File: src/rtl/fetch_pkg.sv
// Shared types and helpers for the instruction-fetch front end.
package fetch_pkg;

  localparam int unsigned XLEN    = 32;
  localparam int unsigned ILEN    = 32;
  localparam int unsigned IMEM_AW = 30;

  typedef struct packed {
    logic [XLEN-1:0] pc;
    logic [ILEN-1:0] inst;
    logic            fault;
  } fetch_entry_t;

  // Sequential successor of a (possibly misaligned) fetch address; wraps at 2^32.
  function automatic logic [XLEN-1:0] next_seq_pc(input logic [XLEN-1:0] addr);
    return (addr & ~XLEN'(3)) + XLEN'(4);
  endfunction

endpackage

File: src/rtl/fetch_if.sv
// Fetch-to-decode valid/ready handshake carrying {pc, inst, fault}.
interface fetch_if;
  import fetch_pkg::*;

  logic            valid;
  logic            ready;
  logic [XLEN-1:0] pc;
  logic [ILEN-1:0] inst;
  logic            fault;

  modport master (output valid, pc, inst, fault, input ready);
  modport slave  (input valid, pc, inst, fault, output ready);

endinterface

File: src/rtl/fetch_buf.sv
// Circular FIFO of fetch entries with synchronous flush and a registered head.
module fetch_buf
  import fetch_pkg::*;
#(
  parameter int unsigned DEPTH = 4
) (
  input  logic                       clk,
  input  logic                       rst,
  input  logic                       flush,
  input  logic                       push,
  input  fetch_entry_t               push_entry,
  input  logic                       pop,
  output logic [$clog2(DEPTH+1)-1:0] count,
  output fetch_entry_t               head
);

  localparam int unsigned PW = $clog2(DEPTH);
  localparam int unsigned CW = $clog2(DEPTH+1);

  fetch_entry_t  mem_q [DEPTH];
  fetch_entry_t  mem_d [DEPTH];
  logic [PW-1:0] rd_ptr_q, rd_ptr_d;
  logic [PW-1:0] wr_ptr_q, wr_ptr_d;
  logic [CW-1:0] count_q, count_d;
  fetch_entry_t  head_q, head_d;

  function automatic logic [PW-1:0] ptr_inc(input logic [PW-1:0] p);
    return (p == PW'(DEPTH-1)) ? '0 : p + PW'(1);
  endfunction

  always_comb begin
    mem_d    = mem_q;
    rd_ptr_d = rd_ptr_q;
    wr_ptr_d = wr_ptr_q;
    count_d  = count_q;
    head_d   = head_q;
    if (flush) begin
      rd_ptr_d = '0;
      wr_ptr_d = '0;
      count_d  = '0;
    end else begin
      if (push) begin
        mem_d[wr_ptr_q] = push_entry;
        wr_ptr_d        = ptr_inc(wr_ptr_q);
      end
      if (pop) begin
        rd_ptr_d = ptr_inc(rd_ptr_q);
      end
      count_d = count_q + CW'(push) - CW'(pop);
      // Reading the post-write array gives push-into-empty bypass for free;
      // an empty buffer keeps presenting the last head.
      if (count_d != '0) begin
        head_d = mem_d[rd_ptr_d];
      end
    end
  end

  always_ff @(posedge clk) begin
    mem_q <= mem_d;
  end

  always_ff @(posedge clk or posedge rst) begin
    if (rst) begin
      rd_ptr_q <= '0;
      wr_ptr_q <= '0;
      count_q  <= '0;
      head_q   <= '0;
    end else begin
      rd_ptr_q <= rd_ptr_d;
      wr_ptr_q <= wr_ptr_d;
      count_q  <= count_d;
      head_q   <= head_d;
    end
  end

  assign count = count_q;
  assign head  = head_q;

  a_no_overflow: assert property (@(posedge clk) disable iff (rst)
    !(push && !pop && !flush && count_q == CW'(DEPTH)));

endmodule

File: src/rtl/fetch_unit.sv
// Instruction-fetch front end: drives the synchronous ROM, pairs returned words
// with their PC and buffers them for decode; handles redirect and backpressure.
module fetch_unit
  import fetch_pkg::*;
#(
  parameter logic [XLEN-1:0] RESET_PC = 32'h0000_0000,
  parameter int unsigned     DEPTH    = 4
) (
  input  logic               clk,
  input  logic               rst,
  output logic               imem_en,
  output logic [IMEM_AW-1:0] imem_pc,
  input  logic [ILEN-1:0]    imem_inst,
  input  logic               redirect_valid,
  input  logic [XLEN-1:0]    redirect_pc,
  fetch_if.master            out
);

  localparam int unsigned CW = $clog2(DEPTH+1);

  logic [XLEN-1:0] pc_q, pc_d;
  logic            inflight_q, inflight_d;
  logic [XLEN-1:0] inflight_pc_q, inflight_pc_d;
  logic            inflight_fault_q, inflight_fault_d;

  logic [XLEN-1:0] fetch_addr;
  logic            issue;
  logic            push;
  logic            pop;
  logic [CW-1:0]   buf_count;
  fetch_entry_t    push_entry;
  fetch_entry_t    head;

  // Credit counts buffered plus in-flight words only, so out_ready never
  // reaches the ROM enable path.
  always_comb begin
    fetch_addr = redirect_valid ? redirect_pc : pc_q;
    issue      = !rst && (redirect_valid ||
                          (32'(buf_count) + 32'(inflight_q)) < DEPTH);
    push       = inflight_q && !redirect_valid;
    push_entry = '{pc: inflight_pc_q, inst: imem_inst, fault: inflight_fault_q};
  end

  always_comb begin
    pc_d             = pc_q;
    inflight_d       = issue;
    inflight_pc_d    = inflight_pc_q;
    inflight_fault_d = inflight_fault_q;
    if (issue) begin
      inflight_pc_d    = fetch_addr;
      inflight_fault_d = redirect_valid && (redirect_pc[1:0] != 2'b00);
      pc_d             = next_seq_pc(fetch_addr);
    end
  end

  always_ff @(posedge clk or posedge rst) begin
    if (rst) begin
      pc_q             <= RESET_PC;
      inflight_q       <= 1'b0;
      inflight_pc_q    <= '0;
      inflight_fault_q <= 1'b0;
    end else begin
      pc_q             <= pc_d;
      inflight_q       <= inflight_d;
      inflight_pc_q    <= inflight_pc_d;
      inflight_fault_q <= inflight_fault_d;
    end
  end

  fetch_buf #(
    .DEPTH(DEPTH)
  ) u_buf (
    .clk        (clk),
    .rst        (rst),
    .flush      (redirect_valid),
    .push       (push),
    .push_entry (push_entry),
    .pop        (pop),
    .count      (buf_count),
    .head       (head)
  );

  assign imem_en   = issue;
  assign imem_pc   = fetch_addr[XLEN-1:2];
  assign out.valid = (buf_count != '0) && !redirect_valid;
  assign out.pc    = head.pc;
  assign out.inst  = head.inst;
  assign out.fault = head.fault;
  assign pop       = out.valid && out.ready;

endmodule

File: src/flat_wrapper.sv
// flat-port wrapper written by rule: the top's interface ports become plain ports
module fetch_unit_flat import fetch_pkg::*;
#(
  parameter logic [XLEN-1:0] RESET_PC = 32'h0000_0000,
  parameter int unsigned     DEPTH    = 4
)
  (clk, rst, imem_en, imem_pc, imem_inst, redirect_valid, redirect_pc, out_valid, out_pc, out_inst, out_fault, out_ready);
  fetch_if out_i ();
  input  logic clk;
  input  logic rst;
  output logic imem_en;
  output logic [IMEM_AW-1:0] imem_pc;
  input  logic [ILEN-1:0] imem_inst;
  input  logic redirect_valid;
  input  logic [XLEN-1:0] redirect_pc;
  output wire logic [$bits(out_i.valid)-1:0] out_valid;
  output wire logic [$bits(out_i.pc)-1:0] out_pc;
  output wire logic [$bits(out_i.inst)-1:0] out_inst;
  output wire logic [$bits(out_i.fault)-1:0] out_fault;
  input wire logic [$bits(out_i.ready)-1:0] out_ready;
  assign out_valid = out_i.valid;
  assign out_pc = out_i.pc;
  assign out_inst = out_i.inst;
  assign out_fault = out_i.fault;
  assign out_i.ready = out_ready;
  fetch_unit #(.RESET_PC(RESET_PC), .DEPTH(DEPTH)) u_core (.clk(clk), .rst(rst), .imem_en(imem_en), .imem_pc(imem_pc), .imem_inst(imem_inst), .redirect_valid(redirect_valid), .redirect_pc(redirect_pc), .out(out_i));
endmodule
File: config.mk
export PLATFORM = sky130hd
export DESIGN_NAME = fetch_unit_flat
export DESIGN_NICKNAME = d
export VERILOG_FILES = /design/src/rtl/fetch_pkg.sv /design/src/rtl/fetch_if.sv /design/src/rtl/fetch_buf.sv /design/src/rtl/fetch_unit.sv /design/src/flat_wrapper.sv
export SDC_FILE = /design/constraint.sdc
export NUM_CORES = 1
export LEC_CHECK = 0
export ABC_CLOCK_PERIOD_IN_PS = 7100
export CORE_AREA = 2 2 292 294
export DETAILED_ROUTE_END_ITERATION = 16
export DIE_AREA = 0 0 294 296
export PLACE_DENSITY = 0.5
export SETUP_SLACK_MARGIN = 0.3
export SYNTH_ARGS = -nofsm -noshare
export SYNTH_HDL_FRONTEND = slang
export SYNTH_HIERARCHICAL = 1
export SYNTH_SLANG_ARGS = --single-unit
export TNS_END_PERCENT = 50
File: constraint.sdc
create_clock -name clk -period 7.1 [get_ports clk]
set_input_delay 2.13 -clock clk [delete_from_list [all_inputs] [get_ports clk]]
set_output_delay 2.13 -clock clk [all_outputs]
set_load 0.01 [all_outputs]
==> results of run 1 <==
## worst paths after layout
check                                       from                    end  slack (ns)
setup / recovery                  redirect_valid             imem_pc[8]        0.89
hold / removal                   u_core/pc_q[25]        u_core/pc_q[25]        0.49
setup reg to reg           u_core/u_buf/count[1]  u_core/u_buf/head[21]        3.67
hold reg to reg                  u_core/pc_q[25]        u_core/pc_q[25]        0.49
max in group asynchronous                    rst  u_core/u_buf/head[10]        3.81
min in group asynchronous                    rst  u_core/u_buf/count[1]        2.19
## stage by stage
| stage | area, sq um | setup WS [ns] | hold WS [ns] | power [uW] | utilization, % |
|---|---|---|---|---|---|
| after global routing | 24800 | 0.7699 | 0.5272 | 8571 | 29.45 |
| final | 24800 | 0.8881 | 0.4871 | 8100 | 29.45 |
| after detailed placement | 23230 | 0.8956 | 0.4744 | 5704 | 27.59 |
| after CTS | 24800 | 0.9045 | 0.4882 | 8235 | 29.45 |
| after global placement | 23230 | 0.9413 | 0.4657 | 5659 | 27.59 |
| after floorplan | 20760 | 0.3080 | 0.4446 | 4587 | - |
## cell families after synthesis
kind of cell             Yosys count  synth area share [%]
AO/OA/AOI/OAI                    327                 11.15
XOR/XNOR                          19                0.9043
adder cells (fa/ha/maj)            8                0.5184
buffers and inverters            238                 5.154
flip-flops                       396                 54.01
multiplexers                      33                 1.676
AND/OR/NAND/NOR                 1263                 26.58
## layout by cell type, fill, tap and decap left out, types with 14 or more instances in the layout
master / synthesis / final
inv_1: 25 / 22
a211oi_1: 14 / 14
dfrtp_1: 136 / 136
or3_1: 235 / 235
edfxtp_1: 260 / 260
o2111ai_1: 117 / 117
o211ai_1: 14 / 14
buf_4: 30 / 32
clkdlybuf4s50_1: 0 / 163
nand2_1: 879 / 875
mux2i_1: 19 / 17
nor2_1: 82 / 81
a31oi_1: 74 / 73
nand3_1: 17 / 17
o21ai_0: 49 / 49
clkbuf_16: 0 / 50
mux2_2: 14 / 14
a21oi_1: 31 / 31
## cell usage after synthesis, types with 2 or more instances
cell,number
ha_1,7
xor2_1,6
mux2i_1,19
nor2_1,82
nor4_1,3
o21ai_0,49
a22o_1,2
or3_1,235
buf_2,45
xnor2_1,11
edfxtp_1,260
nand4_1,10
o2111ai_1,117
buf_1,12
nand4b_1,3
clkbuf_1,124
o31ai_1,11
a31oi_1,74
nand3_1,17
a22oi_1,3
mux2_2,14
o211ai_1,14
inv_1,25
buf_4,30
nand2b_1,3
nor2b_1,4
a21o_1,3
a21oi_1,31
or2_2,2
o31a_1,2
and3_1,4
dfrtp_1,136
nor3_1,3
nand3b_1,5
a211oi_1,14
and3b_1,2
and4_1,2
nand2_1,879
and2_1,7
## power by group
group          switching, uW  total, uW  internal [uW]
Sequential               373       3300           2920
Clock                    990       2480           1490
Combinational           1330       2320            994
Total                   2690       8100           5410
## final cells by class
type	count	area [sq um]	share of cell area, %
Multi-Input combinational cell	1650	8574	34.57
Sequential cell	396	11210	45.20
Inverter	26	103.9	0.4187
Tap cell	1090	1364	5.499
Timing Repair Buffer	201	1977	7.971
Antenna cell	1	2.502	0.01009
Clock buffer	68	1379	5.559
Clock inverter	18	191.4	0.7718
## worst min-delay path, cell delays in order, from the launching register on
cell	delay, ns
dfrtp_1	0.35
nand2_1	0.05
o31ai_1	0.05
## state kept, by name, indices dropped and copies added (netlist names)
name,cells
u_core/u_buf/wr_ptr_q,2
u_core/pc_q,30
u_core/u_buf/mem_q,260
u_core/u_buf/rd_ptr_q,2
u_core/u_buf/head,65
u_core/u_buf/count,3
u_core/inflight_q,1
u_core/inflight_pc_q,32
u_core/inflight_fault_q,1
## metal layers
metal | vias to the layer above | routed length, microns | share of wire (%)
met5 | - | 0 | 0
met4 | 0 | 990 | 1.5
met3 | 81 | 4766 | 7.0
met2 | 605 | 30810 | 46
met1 | 8372 | 31100 | 46
li1 | 8112 | - | -
==> flow_metrics.env, run 1 <==
export IMPL_outcome="finished, final reports clean"
export IMPL_slowest_stage="buf_2"
export IMPL_power_density_nw_per_um2=326.6
export IMPL_cp_start_kind="input pin"
export IMPL_syn_avg_cell_area_sq_um=9.087
export IMPL_grt_util_met2_pct=24.42
export IMPL_drv_slew=0
export IMPL_whs_path_depth=2
export IMPL_fp_dieH_microns=296
export IMPL_via_per_inst=4.977
export IMPL_synth_cells=2284
export IMPL_dp_cells=3363
export IMPL_setup_violations=0
export IMPL_grt_first_pass_wirelength_microns=103900
export IMPL_core_area_sq_um=84210
export IMPL_post_route_min_period_ns=6.212
export IMPL_worst_ep_required_time_ns=4.97
export IMPL_path_delay_family="buffers and inverters"
export IMPL_antenna_found_initial=1
export IMPL_synth_top_cell_by_area="edfxtp_1"
export IMPL_dp_hpwl_microns=38630
export IMPL_syn_nets=2360
export IMPL_cp_end_kind="primary output"
export IMPL_drive_above_1_share_pct=6.104
export IMPL_synth_top_area_share_pct=37.62
export IMPL_clk_pin_slew_ns=0.06
export IMPL_slew_headroom_pct=21.11
export IMPL_htreeDepth=2
export IMPL_start_util_pct=24.65
export IMPL_clock_skew_ns=0.01410
export IMPL_post_cts_resized=0
export IMPL_routedWlPerCell_microns=19.61
export IMPL_timing_fmax_ghz=0.1610
export IMPL_io_buffers=164
export IMPL_ys_warn_count=6
export IMPL_worstMarginPinSlew_ns=1.183
export IMPL_fin_tns_setup_ns=0
export IMPL_cts_tree="done"
export IMPL_fin_cells=3450
export IMPL_overflow=0
export IMPL_cts_inserted_buffers=46
export IMPL_drv_cap=0
export IMPL_ios=165
export IMPL_max_stage_delay_ns=0.70
export IMPL_fillers=8783
export IMPL_ff2ff_path_depth=13
export IMPL_synth_flop_cell="edfxtp_1"
export IMPL_top_usage_layer="met2"
export IMPL_crit_chain="buf_2 -> buf_4 -> mux2_2 -> clkdlybuf4s50_1"
export IMPL_area_growth_pct=19.50
export IMPL_dieArea_sq_um=87020
export IMPL_critPathKind="in2out"
export IMPL_synth_area_leaders="edfxtp_1 (38%), dfrtp_1 (16%), nand2_1 (16%), or3_1 (7.1%), o2111ai_1 (4.9%)"
export IMPL_wirelength_microns=67670
export IMPL_gp_congestion=0.7995
export IMPL_insertion_delay_ns=0.58
export IMPL_final_hold_viol_count=0
export IMPL_rows=107
export IMPL_yosysSeqAreaShare_pct=54.01
export IMPL_synth_edff_count=260
export IMPL_die_w_microns=294
export IMPL_cts_setup_buffers=0
export IMPL_ys_ff_latch=396
export IMPL_netlist_area_sq_um=20750
export IMPL_grt_pass1_vias=16820
export IMPL_ys_types=53
export IMPL_grt_use_met3_pct=2.968
export IMPL_drcViolationCount=0
export IMPL_crit_path_max_fanout=41
export IMPL_postRouteAntennaNets=0
export IMPL_grt_total_usage_pct=15.31
export IMPL_dr_pass1_iters=5
export IMPL_hp_class="reg2reg"
export IMPL_grt_max_degree=172
export IMPL_drt_iter0_markers=1223
export IMPL_crit_buf_inv=3
export IMPL_synthArstFlopShare_pct=34.34
export IMPL_route_vias_total=17170
export IMPL_nets=2397
export IMPL_rsz0062_at_grt="no"
export IMPL_path_depth=4
export IMPL_p_leak_uw=0.009846
export IMPL_crit_arrival_ns=4.08
export IMPL_clockBufferDepth=3
export IMPL_cts_root_buf="clkbuf_16"
export IMPL_holdBufCountCts=0
export IMPL_use_met1_pct=21.42
export IMPL_peakVddDrop_v=0.0002826
export IMPL_fin_crit_sh_pct=87.49
export IMPL_clock_sinks=396
(Power assumes the default switching activity.)
==> run 2, diff against run 1 <==
==> constraint.sdc (replaced) <==
create_clock -name clk -period 7.1 [get_ports clk]
set_input_delay 1.775 -clock clk [delete_from_list [all_inputs] [get_ports clk]]
set_output_delay 1.775 -clock clk [all_outputs]
set_load 0.01 [all_outputs]
==> run 2 against run 1 <==
Against the previous run:
- clock skew rose by 0.012 ns
- fmax rose by 12%
- hold slack hardly changed
- highest routed layer is now met5
- critical endpoint is now imem_pc[5]
- register-to-register slack lost 0.07 ns
- total power shrank 1.9%
- utilization shrank 0.18 points
- critical path depth rose by 1
- critical path type unchanged
==> flow_metrics.env, run 2 (synthesized netlist as in run 1, its figures left out) <==
export IMPL_grt_first_pass_wirelength_microns=102900
export IMPL_dp_hpwl_microns=38060
export IMPL_postRouteAntennaNets=0
export IMPL_route_vias_total=17070
export IMPL_io_buffers=164
export IMPL_netSwitchingFraction_pct=33.66
export IMPL_cp_start_kind="input pin"
export IMPL_regMostFlops="u_core/u_buf/mem_q"
export IMPL_clockBufferDepth=3
export IMPL_power_density_nw_per_um2=322.3
export IMPL_multi_input_area_sq_um=8574
export IMPL_setup_violations=0
export IMPL_cp_end_kind="primary output"
export IMPL_drive_above_1_share_pct=5.795
export IMPL_fin_cells=3438
export IMPL_fin_tns_setup_ns=0
export IMPL_p_sw_uw=2674
export IMPL_nets=2389
export IMPL_critPathKind="in2out"
export IMPL_fin_crit_sh_pct=78.24
export IMPL_die_w_microns=294
export IMPL_overflow=0
export IMPL_cts_inserted_buffers=44
export IMPL_insertion_delay_ns=0.57
export IMPL_slowest_stage="buf_2"
export IMPL_slew_headroom_pct=23.07
export IMPL_max_stage_delay_ns=0.65
export IMPL_post_cts_resized=0
export IMPL_final_common_cell="nand2_1"
export IMPL_endpoint="imem_pc[5]"
export IMPL_holdBufCountCts=0
export IMPL_dr_pass1_iters=5
export IMPL_grt_total_usage_pct=15.04
export IMPL_htreeDepth=2
export IMPL_hold_ws_ns=0.4875
export IMPL_outcome="finished, final reports clean"
export IMPL_dieArea_sq_um=87020
export IMPL_p_comb_share_pct=28.7
export IMPL_drt_iter0_markers=1425
export IMPL_worst_ep_required_time_ns=5.33
export IMPL_largest_register_ffs=260
export IMPL_drcViolationCount=0
export IMPL_crit_arrival_ns=3.78
export IMPL_final_seq_area_sq_um=11210
export IMPL_ff2ff_path_depth=9
export IMPL_via_per_inst=4.966
export IMPL_antenna_found_initial=4
export IMPL_grt_pass1_vias=16720
export IMPL_r2r_slack_ns=3.60
export IMPL_r2r_end="u_core/u_buf/head[39]"
export IMPL_drv_cap=0
export IMPL_gp_congestion=0.8134
export IMPL_routedWlPerCell_microns=19.21
export IMPL_cts_tree="done"
export IMPL_clkPwrFrac_pct=29.4
export IMPL_fin_util_pct=29.27
export IMPL_internal_power_uw=5269
export IMPL_clock_sinks=396
export IMPL_timing_fmax_ghz=0.1800
export IMPL_post_route_min_period_ns=5.555
export IMPL_rows=107
export IMPL_final_hold_viol_count=0
export IMPL_drv_slew=0
export IMPL_seqPwrFrac_pct=41.8
export IMPL_r2r_start="u_core/u_buf/count[1]"
export IMPL_clk_pin_slew_ns=0.06
export IMPL_area_growth_pct=18.76
export IMPL_rsz0062_at_grt="no"
export IMPL_layout_common_cells="nand2_1 (875), edfxtp_1 (260), or3_1 (235), clkdlybuf4s50_1 (163), dfrtp_1 (136)"
export IMPL_crit_start="redirect_valid"
export IMPL_crit_path_max_fanout=42
export IMPL_p_leak_uw=0.009773
export IMPL_wirelength_microns=66060
export IMPL_hp_class="reg2reg"
export IMPL_fillers=8825
export IMPL_fp_dieH_microns=296
export IMPL_start_util_pct=24.65
export IMPL_ios=165
export IMPL_cts_setup_buffers=0
export IMPL_grt_max_degree=131
export IMPL_crit_chain="buf_2 -> buf_4 -> mux2i_1 -> inv_1 -> clkdlybuf4s50_1"
export IMPL_cts_root_buf="clkbuf_16"
export IMPL_worstMarginPinSlew_ns=1.154
export IMPL_dp_cells=3357
export IMPL_peakVddDrop_v=0.0002263
export IMPL_core_area_sq_um=84210
export IMPL_clock_skew_ns=0.02596
==> run 2: power by group through the flow <==
stage,combinational [uW],sequential (uW),clock (uW)
after floorplan,1300,3290,0
after global placement,2270,3370,0
after detailed placement,2310,3380,0
after CTS,2320,3340,2400
after global routing,2540,3390,2490
final,2280,3320,2340
==> run 2: layout make-up <==
cell class / count / share of cell area [%]
sequential: 396 / 45.48
multi-input combinational: 1650 / 34.79
timing repair buffer: 195 / 7.939
tap: 1090 / 5.533
clock buffer: 63 / 5.168
clock inverter: 17 / 0.6599
inverter: 26 / 0.4213
antenna: 1 / 0.01015
==> run 2: layer usage <==
layer | share of wire [%] | up-vias | track usage (%)
li1 | - | 8069 | -
met1 | 47 | 8317 | 21.46
met4 | 1.7 | 4 | 3.211
met3 | 7.3 | 76 | 3.140
met5 | 0.036 | - | 0
met2 | 44 | 608 | 23.40
==> run 2: worst min path at each step <==
| stage | end | slack, ns | start | cells past startpoint |
|---|---|---|---|---|
| finish | u_core/pc_q[21] | 0.49 | u_core/pc_q[21] | 2 |
| global placement | u_core/pc_q[22] | 0.47 | u_core/pc_q[22] | 2 |
| global route | u_core/pc_q[25] | 0.50 | u_core/pc_q[25] | 2 |
| detailed placement | u_core/pc_q[28] | 0.47 | u_core/pc_q[28] | 2 |
| floorplan | u_core/pc_q[29] | 0.44 | u_core/pc_q[29] | 2 |
| CTS | u_core/pc_q[21] | 0.49 | u_core/pc_q[21] | 2 |
==> run 2: metrics by stage <==
| stage | total power (uW) | setup WS, ns | cell area, sq um |
|---|---|---|---|
| after floorplan | 4587 | 0.6630 | 20760 |
| after global placement | 5646 | 1.513 | 23210 |
| after detailed placement | 5689 | 1.393 | 23210 |
| after CTS | 8059 | 1.556 | 24650 |
| after global routing | 8424 | 1.403 | 24650 |
| final | 7943 | 1.545 | 24650 |
==> run 2: worst max-delay path, delay by kind of cell <==
family / cells / cell delay [ns]
buffers and inverters: 4 / 1.58
multiplexers: 1 / 0.41
